<file path="src/rtl/nibble_serial_adder_ctrl.sv">
// Nibble-serial add/subtract controller.
// Operands are latched on start, then summed one 4-bit nibble per cycle
// (LSB first) through a single four_bit_parallel_adder. Subtraction is
// A + ~B + 1: the B nibble is inverted and the initial carry is forced to 1.

// One-bit full adder cell used to build the nibble adder.
module full_adder (
  input  logic a,
  input  logic b,
  input  logic cin,
  output logic s,
  output logic cout
);
  assign s    = a ^ b ^ cin;
  assign cout = (a & b) | (cin & (a ^ b));
endmodule

// Four-bit ripple adder: A + B + Cin -> S, Cout.
module four_bit_parallel_adder (
  input  logic [3:0] a,
  input  logic [3:0] b,
  input  logic       cin,
  output logic [3:0] s,
  output logic       cout
);
  logic [4:0] c;

  assign c[0] = cin;
  assign cout = c[4];

  for (genvar i = 0; i < 4; i++) begin : g_bit
    full_adder u_fa (
      .a   (a[i]),
      .b   (b[i]),
      .cin (c[i]),
      .s   (s[i]),
      .cout(c[i+1])
    );
  end
endmodule

// Controller: IDLE -> RUN (NIBBLES cycles) -> DONE (one cycle) -> IDLE.
module nibble_serial_adder_ctrl #(
  parameter int NIBBLES = 4
) (
  input  logic                   clk,
  input  logic                   rst_n,
  input  logic                   start,
  input  logic                   sub,
  input  logic [4*NIBBLES-1:0]   op_a,
  input  logic [4*NIBBLES-1:0]   op_b,
  output logic                   busy,
  output logic                   done,
  output logic [4*NIBBLES-1:0]   result,
  output logic                   cout,
  output logic                   overflow
);
  // A single-nibble operand still needs a 1-bit index register.
  localparam int IDX_W = (NIBBLES > 1) ? $clog2(NIBBLES) : 1;
  localparam logic [IDX_W-1:0] LAST_IDX = IDX_W'(NIBBLES - 1);

  typedef enum logic [1:0] {
    IDLE = 2'd0,
    RUN  = 2'd1,
    DONE = 2'd2
  } state_t;

  state_t                    state;
  logic [NIBBLES-1:0][3:0]   a_reg;
  logic [NIBBLES-1:0][3:0]   b_reg;
  logic [NIBBLES-1:0][3:0]   res_reg;
  logic                      sub_reg;
  logic                      carry_reg;
  logic [IDX_W-1:0]          idx;

  logic [3:0]                add_a;
  logic [3:0]                add_b;
  logic [3:0]                add_s;
  logic                      add_c;
  logic                      last;

  // Nibble selection and conditional B inversion feeding the shared adder.
  always_comb begin
    add_a = a_reg[idx];
    add_b = b_reg[idx] ^ {4{sub_reg}};
    last  = (idx == LAST_IDX);
  end

  four_bit_parallel_adder u_add (
    .a   (add_a),
    .b   (add_b),
    .cin (carry_reg),
    .s   (add_s),
    .cout(add_c)
  );

  assign result = res_reg;

  // Sequencer with registered busy/done/status outputs.
  always_ff @(posedge clk) begin
    if (!rst_n) begin
      state     <= IDLE;
      idx       <= '0;
      carry_reg <= 1'b0;
      sub_reg   <= 1'b0;
      a_reg     <= '0;
      b_reg     <= '0;
      res_reg   <= '0;
      cout      <= 1'b0;
      overflow  <= 1'b0;
      done      <= 1'b0;
      busy      <= 1'b0;
    end else begin
      case (state)
        IDLE: begin
          done <= 1'b0;
          if (start) begin
            a_reg     <= op_a;
            b_reg     <= op_b;
            sub_reg   <= sub;
            carry_reg <= sub;
            idx       <= '0;
            res_reg   <= '0;
            busy      <= 1'b1;
            state     <= RUN;
          end
        end
        RUN: begin
          res_reg[idx] <= add_s;
          carry_reg    <= add_c;
          idx          <= idx + 1'b1;
          if (last) begin
            // Signed overflow: operands (after B inversion) agree in sign
            // but the top result nibble's sign differs.
            cout     <= add_c;
            overflow <= (add_a[3] == add_b[3]) && (add_s[3] != add_a[3]);
            idx      <= '0;
            done     <= 1'b1;
            state    <= DONE;
          end
        end
        DONE: begin
          done  <= 1'b0;
          busy  <= 1'b0;
          state <= IDLE;
        end
        default: begin
          done  <= 1'b0;
          busy  <= 1'b0;
          state <= IDLE;
        end
      endcase
    end
  end
endmodule

</file>
<file path="config.mk">
export PLATFORM = sky130hd
export DESIGN_NAME = nibble_serial_adder_ctrl
export DESIGN_NICKNAME = d
export VERILOG_FILES = /design/src/rtl/nibble_serial_adder_ctrl.sv
export SDC_FILE = /design/constraint.sdc
export NUM_CORES = 1
export LEC_CHECK = 0
export ABC_AREA = 1
export CAP_MARGIN = 20
export CORE_UTILIZATION = 50
export CTS_CLUSTER_SIZE = 24
export DETAILED_ROUTE_END_ITERATION = 7
export PLACE_DENSITY_LB_ADDON = 0.05
export SKIP_CTS_REPAIR_TIMING = 1
export SYNTH_ARGS = -nofsm -noshare
export SYNTH_HDL_FRONTEND = slang
export SYNTH_SLANG_ARGS = --single-unit
</file>
<file path="constraint.sdc">
create_clock -name clk -period 3.85 [get_ports clk]
set_input_delay 0.5775 -clock clk [delete_from_list [all_inputs] [get_ports clk]]
set_output_delay 0.5775 -clock clk [all_outputs]
set_load 0.05 [all_outputs]
</file>
# [Yosys cells after proc, flatten, opt, wreduce, memory -nomap -nowiden]
# Index checks and enable logic that the tools add are counted.
[totals] latch_bits=0 ramBits=0 out_inout_bits=20 romBits=0 memories=0 elab_cells=80 reg_bits=58 inputBits=36
[op_classes] shift=0 eq_ne=6 reduce_logical=10 n_lt_le_gt_ge=2 addsub=1 muxes=19 div_mod_pow=0 multipliers=0 bitwise=22
[ops] cell="$pmux W16 S2" n=1
[ops] cell="$bmux W4 S2" n=2
[ops] cell="$bwmux W16" n=1
[ops] cell="$mux W16" n=1
[ops] cell="$mux W4" n=3
[ops] cell="$reduce_and A2 Y1" n=6
[ops] cell="$and A1 B1 Y1" n=8
[ops] cell="$demux W4 S2" n=1
[ops] cell="$mux W2" n=4
[ops] cell="$pmux W2 S2" n=2
[ops] cell="$xor A1 B1 Y1" n=8
[ops] cell="$ne A2 B2 Y1 const B" n=2
[ops] cell="$or A1 B1 Y1" n=4
[ops] cell="$pmux W1 S2" n=2
[ops] cell="$xor A4 B4 Y4" n=1
[ops] cell="$lt A2 B3 Y1 const B" n=1
[ops] cell="$add A2 B1 Y2 const B" n=1
[ops] cell="$eq A2 B1 Y1 const B" n=1
[ops] cell="$eq A2 B2 Y1 const B" n=1
[ops] cell="$ge A2 B1 Y1 const B" n=1
[ops] cell="$logic_and A1 B1 Y1" n=2
[ops] cell="$logic_not A2 Y1" n=1
[ops] cell="$mux W1" n=2
[ops] cell="$reduce_bool A2 Y1" n=1
[ops] cell="3 further kinds" n=3

# [Logic depth before layout (Yosys ltp)]
# Gate-level depths: netlist (run 1).
[depth] depth_word=13 mapped_depth=15 mapped_depth_nobuf=14

# [By module]
# A second synthesis (run 1) with hierarchy kept.
[hier_totals] hier_cells=319 area_unflattened_um2=2518.7
[modules_own_cells] module="nibble_serial_adder_ctrl" seq_area_each_um2=1161.1 area_per_inst_um2=2438.6 n_inst=1 cells_each=315
[modules_own_cells] module="full_adder" seq_area_each_um2=0.0 area_per_inst_um2=20.0 n_inst=4 cells_each=1

# [Least setup slack after synthesis (run 1)]
# No wires, ideal clock.
[synth_timing] path_type="reg2reg" start="reg idx[0]" end="reg overflow" synth_period_minus_slack_ns=2.856 setup_ns=0.070 t_required_ns=3.780 path_stages_with_launch=16 arrival_time_ns=2.786 path_buffers=2 path_slack_ns=0.994 path_cell_list="dfxtp_1 -> buf_4 -> buf_2 -> nand2_1 -> nand3_1 -> nand2_1 -> xor2_1 -> fa_1 -> inv_1 -> fa_1 -> fa_1 -> fa_1 -> inv_1 -> nand3_1 -> nand3_1 -> a21oi_1"
[synth_between] elab_chain_len=13 word_cells_on_any_way=24 cone_classes="eq/ne (3); mux (4); bitwise (15); reduce/logical (2)"
[synth_rtl] item="start, declared" line="74" rtl="logic [IDX_W-1:0] idx;"
[synth_rtl] item="start signal, assigned" line="131" rtl="idx <= idx + 1'b1;"
[synth_rtl] item="$bmux W4 S2" line="85" rtl="add_b = b_reg[idx] ^ {4{sub_reg}};"
[synth_rtl] item="$mux W4 (not written as such)" line="85"
[synth_rtl] item="$xor A4 B4 Y4" line="85"
[synth_rtl] item="$xor A1 B1 Y1" line="15" rtl="assign cout = (a & b) | (cin & (a ^ b));"
[synth_rtl] item="$and A1 B1 Y1" line="15"
[synth_rtl] item="$or A1 B1 Y1" line="15"
[synth_rtl] item="$and A1 B1 Y1" line="15"
[synth_rtl] item="$or A1 B1 Y1" line="15"
[synth_rtl] item="$and A1 B1 Y1" line="15"
[synth_rtl] item="$or A1 B1 Y1" line="15"
[synth_rtl] item="$xor A1 B1 Y1" line="14" rtl="assign s = a ^ b ^ cin;"
[synth_rtl] item="$ne A1 B1 Y1" line="136" rtl="overflow <= (add_a[3] == add_b[3]) && (add_s[3] != add_a[3]);"
[synth_rtl] item="$logic_and A1 B1 Y1" line="136"
[synth_rtl] item="end signal, assigned" line="136"
[synth_rtl] item="end, declared" line="56" rtl="output logic overflow"
# Parallel ways exist; a longest one is shown, timed or not. The select of a mux whose other input is x is not followed.
# A chain may end at the register's enable or synchronous reset.

# [Final worst setup path (run 1)]
[layout_timing] start="reg idx[1]" end="reg overflow"
# The elaborated chain is that of the path after synthesis.

==> summary by stage, run 1 <==
Synth
The cell type with the highest aggregate area in the netlist is sky130_fd_sc_hd__dfxtp_1. Summing every instance area after synthesis gives 2540 um2. Ranked by total cell area, the synthesized netlist is headed by sky130_fd_sc_hd__dfxtp_1 (46%), sky130_fd_sc_hd__nor2_1 (10%), sky130_fd_sc_hd__nand2_1 (8.0%). The number of distinct library cells after synthesis is 28. The mux cell area share after synthesis is 0. In the synthesized netlist, the number of instances is roughly 330. The synthesized-area fraction occupied by ao, oa, aoi and oai cells was 0.145. Of the total synthesized cell area, the portion taken by full adders, half adders and majority gates is 0.0562.

The synthesized flop and latch total is between 50 and 60. The proportion of synthesized flip-flops having asynchronous set or reset is 0. The most used flip-flop cell after synthesis is sky130_fd_sc_hd__dfxtp_1. A synthesized cell averages 7.67 um2. Counting flops with a built-in enable in the synthesized netlist gives 0. The sequential area share after synthesis is 0.457. The top cell type's share of synthesized area is 0.457. The number of nets in the synthesized netlist is 376.

The basic-gate share of the synthesized area counting and, or, nand and nor cells is 0.263. The number of warnings reported in the yosys synthesis log is 0. By area, the combinational part of the netlist is dominated by simple AND/OR/NAND/NOR gates. The fraction of synthesized cell area in xor and xnor cells is 0.0138.

Place
The pre-CTS setup slack is 0.804 ns. The total placed instance area is 3100 um2. Input and output buffers added on the ports amount to 55. At the end of routability-driven placement, the weighted congestion stood at 0.857. The detailed placer's ending HPWL is 3970 um.

Layout
Of the cells placed in the final design, the portion with a size suffix greater than 1 is 0.0775. In the layout the commonest cells are sky130_fd_sc_hd__nor2_1 (70), sky130_fd_sc_hd__dfxtp_1 (58), sky130_fd_sc_hd__clkdlybuf4s50_1 (55). The area of the multi-input gates is 1210 um2. The number of antenna diodes in the final layout is 0. Leaving out fill and tap cells, the most frequent cell in the layout is sky130_fd_sc_hd__nor2_1.

The growth of design area from synthesis to finish is 28.8%. The fill cell total of the finished layout is 473. The sequential cells in the finished layout cover a total of about 1200 um2. The finished cells cover 3270 um2.

The final-stage net count is 428.

Power
The proportion of power drawn by combinational gates is 0.209. The internal power of the cells is 1.02 mW. The peak ir drop on the vdd network is 0.276 mV. The share of total power dissipated in sequential elements is 0.457. Summed over all nets, the switching power comes to between 400 and 500 uW. In this run the static leakage power is 1.31 nW. The part of the power in the clock network is 0.334. Of the total power, the share spent switching nets is 0.298. In this run the power density over the cells is 444 nW/um2.

Global routing
Global routing finished with a remaining overflow of 0. The first global-routing pass estimated 9540 um of wire. The global-route met3 utilization is 0.0727. For this run, global-route usage on met2 was measured as 0.377. The most crowded layer after global routing is met2.

The met1 track utilization from global routing is 0.291. Across every metal layer, demand over resource in global routing totals 0.237. The number of global-route vias before repair is 2141.

The pin count of the biggest net entering global routing is 41. The initial antenna violation count was 0.

Worst setup path
Along the worst path, the maximum fanout reaches 12. In this run the critical register-to-register path is launched from idx[1]$_SDFFE_PN0P_. The critical path data required time is 4.11 ns. The depth of the most critical reg-to-reg path is 13. STA classifies the critical path startpoint as a flip-flop.

The type of destination of the critical path is a flip-flop. The type of the worst setup path is flip-flop to flip-flop. The critical path starts at idx[1]$_SDFFE_PN0P_. STA puts the critical path data arrival time at between 3 and 4 ns.

Route
In the routed design, unresolved DRC markers number 0. In the final routed layout, each cell accounts on average for 12.4 um. The post-detailed-routing wire length is 5610 um. For this block, the initial DRC count from the detailed router was 111. For this run, the detailed router's first-pass iteration total came to 4. The ratio of routed vias to standard cells is 5.08. The via count is 2308. The post-detailed-route count of antenna-violating nets is 0.

STA
Setup slack closes at 0.775 ns. Setup repair after global routing left no endpoint under its margin. Based on the critical path, the design can be clocked at up to around 330 MHz. The slew at the pin closest to its max-slew limit is 0.580 ns.

The final-report max-slew violation count came to 0. The clock arrives with 0.00808 ns of skew. In this run the tightest slew margin relative to its limit is 0.613. The setup violation total in the final timing report is 0. The final number of hold-violating endpoints was 0.

After routing, the total negative slack on setup checks comes to 0 ns. The post-route clock period utilization is 0.799. The time the worst path needs with I/O delays and setup is just over 3 ns.

Die
For this design the top-level I/O count stands at 56. The count of standard-cell rows is 25. For this configuration, the core starts out at a cell density of 0.527.

The vertical die dimension is roughly 73 um. The total core area is 4820 um2. The floorplan step defined a die boundary enclosing 5370 um2. The die is 73.3 um wide.

Job
The tool flagged a number of max-cap violations equal to 0.

Hold path
The worst hold path passes through 2 cells. The path class of the tightest hold or removal check is flip-flop to flip-flop. The startpoint identified for the worst hold timing path is result[10]$_SDFFE_PN0P_.

Clocking
The clock root buffer is sky130_fd_sc_hd__clkbuf_8. Clock-pin slew was measured on the worst setup and hold paths at 0.06 ns. CTS built an H-tree with a depth of 3. The number of buffers added by the clock tree synthesis step is 9. The clock latency reported for the late side of the worst-skew pair is 0.33 ns. The CTS tree is yes. No sink is reached through more buffers than the 2 on the longest clock path.

The number of sinks handled by clock tree synthesis is 58.

Outcome
The flow ran to the end, and the final reports show no timing, DRC or antenna violations.
[layout make-up]
class	instances	share of cell area
clock buffers	12	0.0475
inverters	17	0.0210
flip-flops and latches	58	0.355
multi-input cells	239	0.371
repair buffers	58	0.175
clock inverters	3	0.00459
well taps	67	0.0256
[stage by stage]
stage,util,power [mW],instances,hold WS [ns]
2_1_floorplan,-,0.879,331,0.469
3_5_place_dp,0.643,0.980,439,0.454
3_3_place_gp,0.643,0.974,439,0.448
5_1_grt,0.679,1.54,454,0.483
4_1_cts,0.679,1.47,454,0.463
6_report,0.679,1.45,454,0.459
[cell families after synthesis]
kind of cell,Yosys count
XOR/XNOR,4
AO/OA/AOI/OAI,67
buffers and inverters,34
flip-flops,58
AND/OR/NAND/NOR,159
adder cells (fa/ha/maj),9
[critical path: stages (launching register included)]
cell                      delay (ns)
sky130_fd_sc_hd__dfxtp_1        0.54
sky130_fd_sc_hd__inv_2          0.18
sky130_fd_sc_hd__nand3_1        0.11
sky130_fd_sc_hd__nand2_1        0.06
sky130_fd_sc_hd__xor2_1         0.16
sky130_fd_sc_hd__fa_1           0.19
sky130_fd_sc_hd__inv_1          0.05
sky130_fd_sc_hd__fa_1           0.37
sky130_fd_sc_hd__fa_1           0.40
sky130_fd_sc_hd__fa_1           0.53
sky130_fd_sc_hd__inv_1          0.10
sky130_fd_sc_hd__nand3_1        0.10
sky130_fd_sc_hd__nand3_1        0.08
sky130_fd_sc_hd__a21oi_1        0.13
[power by group through the flow]
stage	combinational, mW	sequential (mW)	clock (mW)
after CTS	0.305	0.664	0.497
after detailed placement	0.303	0.677	0
after global routing	0.341	0.669	0.527
final	0.303	0.664	0.484
after floorplan	0.185	0.693	0
after global placement	0.297	0.678	0
[cells in the mapped netlist (4+ instances only)]
| cell | n |
|---|---|
| sky130_fd_sc_hd__nor2_1 | 70 |
| sky130_fd_sc_hd__dfxtp_1 | 58 |
| sky130_fd_sc_hd__nand2_1 | 54 |
| sky130_fd_sc_hd__o21ai_0 | 38 |
| sky130_fd_sc_hd__nand3_1 | 28 |
| sky130_fd_sc_hd__a21oi_1 | 19 |
| sky130_fd_sc_hd__inv_1 | 11 |
| sky130_fd_sc_hd__buf_2 | 8 |
| sky130_fd_sc_hd__ha_1 | 5 |
| sky130_fd_sc_hd__buf_4 | 4 |
| sky130_fd_sc_hd__clkbuf_1 | 4 |
| sky130_fd_sc_hd__fa_1 | 4 |
| sky130_fd_sc_hd__xor2_1 | 4 |
[routing by layer]
metal / up-vias / routed length (um)
li1: 1186 / -
met1: 1045 / 2630
met2: 66 / 2620
met3: 11 / 253
met4: 0 / 105
met5: - / 0
[final timing paths]
| kind | end | slack (ns) |
|---|---|---|
| max reg2reg | overflow$_SDFFE_PN0P_ | 0.77 |
| min | result[10]$_SDFFE_PN0P_ | 0.46 |
| min reg2reg | result[10]$_SDFFE_PN0P_ | 0.46 |
| max | overflow$_SDFFE_PN0P_ | 0.77 |
Power figures use the tool's default switching activity.
==> inputs of run 2 (changes only) <==
- CORE_UTILIZATION: 50 -> 45
- clock period: 3.85 -> 2.51 ns (I/O delays scaled with it)
==> run 2 against run 1 <==
Net effect:
- the flow now finishes with violations (setup timing)
- global-route usage shrank 1.9 points
- clock skew fell by 0.0014 ns
- critical path type unchanged
- critical path depth grew 1
- clock power rose by 71%
- cell area rose by 6.0%
- sequential cell count stayed put
- utilization is 2.1 points lower
- count of clock-buffer cells in the layout is 1 lower
- fmax is 14% higher
- worst setup slack worse by 0.96 ns
- sequential power grew 54%
- highest routed layer unchanged
==> summary by stage, run 2 (synthesized netlist as in run 1, its figures left out) <==
STA
The clock arrives with roughly 0.0067 ns of skew. The smallest clock period supported by the final layout is computed as roughly 2.7 ns. The final worst setup slack is -0.183 ns. The setup violation total in the final timing report is 5. Summed over all failing endpoints, the final setup total negative slack is -0.658 ns. Of the available clock period, the critical path in the final layout requires 1.07. At the pin with the least slew margin, the transition time is just under 0.6 ns.

The remaining max-slew budget at the tightest pin is 0.607. The upper clock frequency limit is ~370 MHz. Setup repair after global routing could not meet its margin everywhere. The final-report max-slew violation count is 0.

The worst hold margin is roughly 0.46 ns. The final number of hold-violating endpoints is 0.

Route
In the final routed layout, each cell accounts on average for about 13 um. The first detailed-routing pass ran for 4 iterations. The post-detailed-route count of antenna-violating nets is 0. The post-detailed-routing wire length is 5910 um. The number of design-rule violations left by the first detailed-router iteration is around 110. The via count is 2308. The count of unresolved DRC violations after routing is 0. Using the TritonRoute via totals, the vias-per-cell ratio works out to 4.90.

Layout
Registers take 1170 um2. The total inserted antenna cells is 0. For this run, the share of the core covered by cells in the final layout is 0.658.

The number of non-filler instances in the completed layout is 471. The area of the multi-input gates is 1280 um2. Once layout is done, the placed cells without fillers occupy approximately 3500 um2.

The growth of design area from synthesis to finish is 36.5%. Leaving out fill and tap cells, the most frequent cells in the layout are sky130_fd_sc_hd__nor2_1 (70), sky130_fd_sc_hd__dfxtp_1 (56), sky130_fd_sc_hd__clkdlybuf4s50_1 (55). The layout has roughly 500 filler cells. The final-stage net count is about 440. In the final layout, the share of cells above drive strength 1 is 0.155. The leading cell type in the layout, fill and taps excluded is sky130_fd_sc_hd__nor2_1.

Power
The total leakage power is 1.38 nW. Dividing total power by cell area gives a power density of 684 nW/um2. The total power after layout is 2.37 mW. The peak ir drop on the vdd network is 0.549 mV.

Global routing
The number of global-route vias before repair is roughly 2200. In the global route stage, overall resource usage came out at 0.217. The initial antenna violation count was 0.

The first global-routing pass estimated slightly above 10000 um of wire. Entering global routing, the biggest net connects 40 pins. For this run the aggregate overflow at the end of global routing stands at 0.

Clocking
Clock tree synthesis inserted a total of 9 buffers. The CTS clock-pin slew for the worst setup and hold paths is 0.07 ns. For the worst-skew pair, the clock arrives at the later sink with an insertion delay of 0.34 ns.

CTS placed an instance of sky130_fd_sc_hd__clkbuf_8 at the clock tree root. Clock tree synthesis found a total of slightly below 60 sinks. The CTS tree is yes. The clock passes through at most 2 buffers. The depth of the CTS H-tree is 3.

Place
Routability-driven placement finished with a final weighted congestion of 0.844. Once detailed placement completed, the half-perimeter wirelength came to 4090 um. Counting tap cells, the placed design contains a total of 455 instances. The pre-CTS setup slack is -0.235 ns. The number of buffer cells added on primary ports is 55. In this run the cell area measured after placement is 3210 um2.

Die
The number of placed I/O pins is 56. The die covers 5950 um2. The starting utilization of the core area is 0.482.

After floorplanning, the core was divided into 26 placement rows. The floorplan step set the die height to approximately 77 um. The width of the chip is between 70 and 80 um. The total area inside the core boundary comes to about 5300 um2.

Worst setup path
By startpoint and endpoint, the worst setup path is classified as flip-flop to flip-flop. For the worst setup path, the data arrival time is 2.97 ns. Of all nets on the critical path, the largest fanout is 8. The critical path data required time is approximately 2.8 ns. The startpoint type of the worst setup path is a flip-flop. The type of destination of the critical path is a flip-flop.

Job
The number of max-cap violations is 0.

Hold path
The path class of the tightest hold or removal check is flip-flop to flip-flop.

Outcome
The checks that failed: setup timing. The run finished, with violations left.
-- run 2: cell count changes in the layout (fill, tap and decap cells not counted), moves of 3 or more --
cell | previous run | this run
sky130_fd_sc_hd__buf_4 | 3 | 16
sky130_fd_sc_hd__nand3_1 | 28 | 23
sky130_fd_sc_hd__nand3_2 | 0 | 5
sky130_fd_sc_hd__fa_1 | 4 | 1
sky130_fd_sc_hd__fa_2 | 0 | 3
sky130_fd_sc_hd__nand2_1 | 54 | 51
-- run 2: metal layers --
metal  wire (um)  up-vias  GRT usage
met5           0        -          0
met4          64        0     0.0679
met3         374        6     0.0679
met2        2660       66      0.339
met1        2810     1030      0.286
li1            -     1206          -
-- run 2: report_power, final --
part           internal, mW  total [mW]  switching [mW]
Sequential            0.983        1.02          0.0386
Combinational         0.212       0.523           0.311
Clock                 0.455       0.828           0.373
-- run 2: final timing paths --
| kind | startpoint | end | slack [ns] | cells past startpoint |
|---|---|---|---|---|
| max | idx[0]$_SDFFE_PN0P_ | overflow$_SDFFE_PN0P_ | -0.18 | 14 |
| min | result[5]$_SDFFE_PN0P_ | result[5]$_SDFFE_PN0P_ | 0.46 | 2 |
| max reg2reg | idx[0]$_SDFFE_PN0P_ | overflow$_SDFFE_PN0P_ | -0.18 | 14 |
| min reg2reg | result[5]$_SDFFE_PN0P_ | result[5]$_SDFFE_PN0P_ | 0.46 | 2 |
-- run 2: cell type report --
cell class	instances	share of cell area
flip-flops and latches	58	0.336
clock inverters	5	0.0159
well taps	70	0.0253
multi-input cells	239	0.370
inverters	17	0.0206
clock buffers	11	0.0379
repair buffers	71	0.194
-- run 2: critical path, stage by stage (launching register included) --
cell and delay [ns]:
sky130_fd_sc_hd__dfxtp_4 0.40, sky130_fd_sc_hd__inv_6 0.06, sky130_fd_sc_hd__nand2_4 0.05, sky130_fd_sc_hd__nand3_2 0.06, sky130_fd_sc_hd__nand2_2 0.09, sky130_fd_sc_hd__xor2_2 0.17
sky130_fd_sc_hd__fa_2 0.22, sky130_fd_sc_hd__inv_2 0.04, sky130_fd_sc_hd__fa_2 0.33, sky130_fd_sc_hd__fa_2 0.34, sky130_fd_sc_hd__fa_1 0.54, sky130_fd_sc_hd__inv_2 0.08
sky130_fd_sc_hd__nand3_2 0.07, sky130_fd_sc_hd__nand3_2 0.07, sky130_fd_sc_hd__a21oi_2 0.13
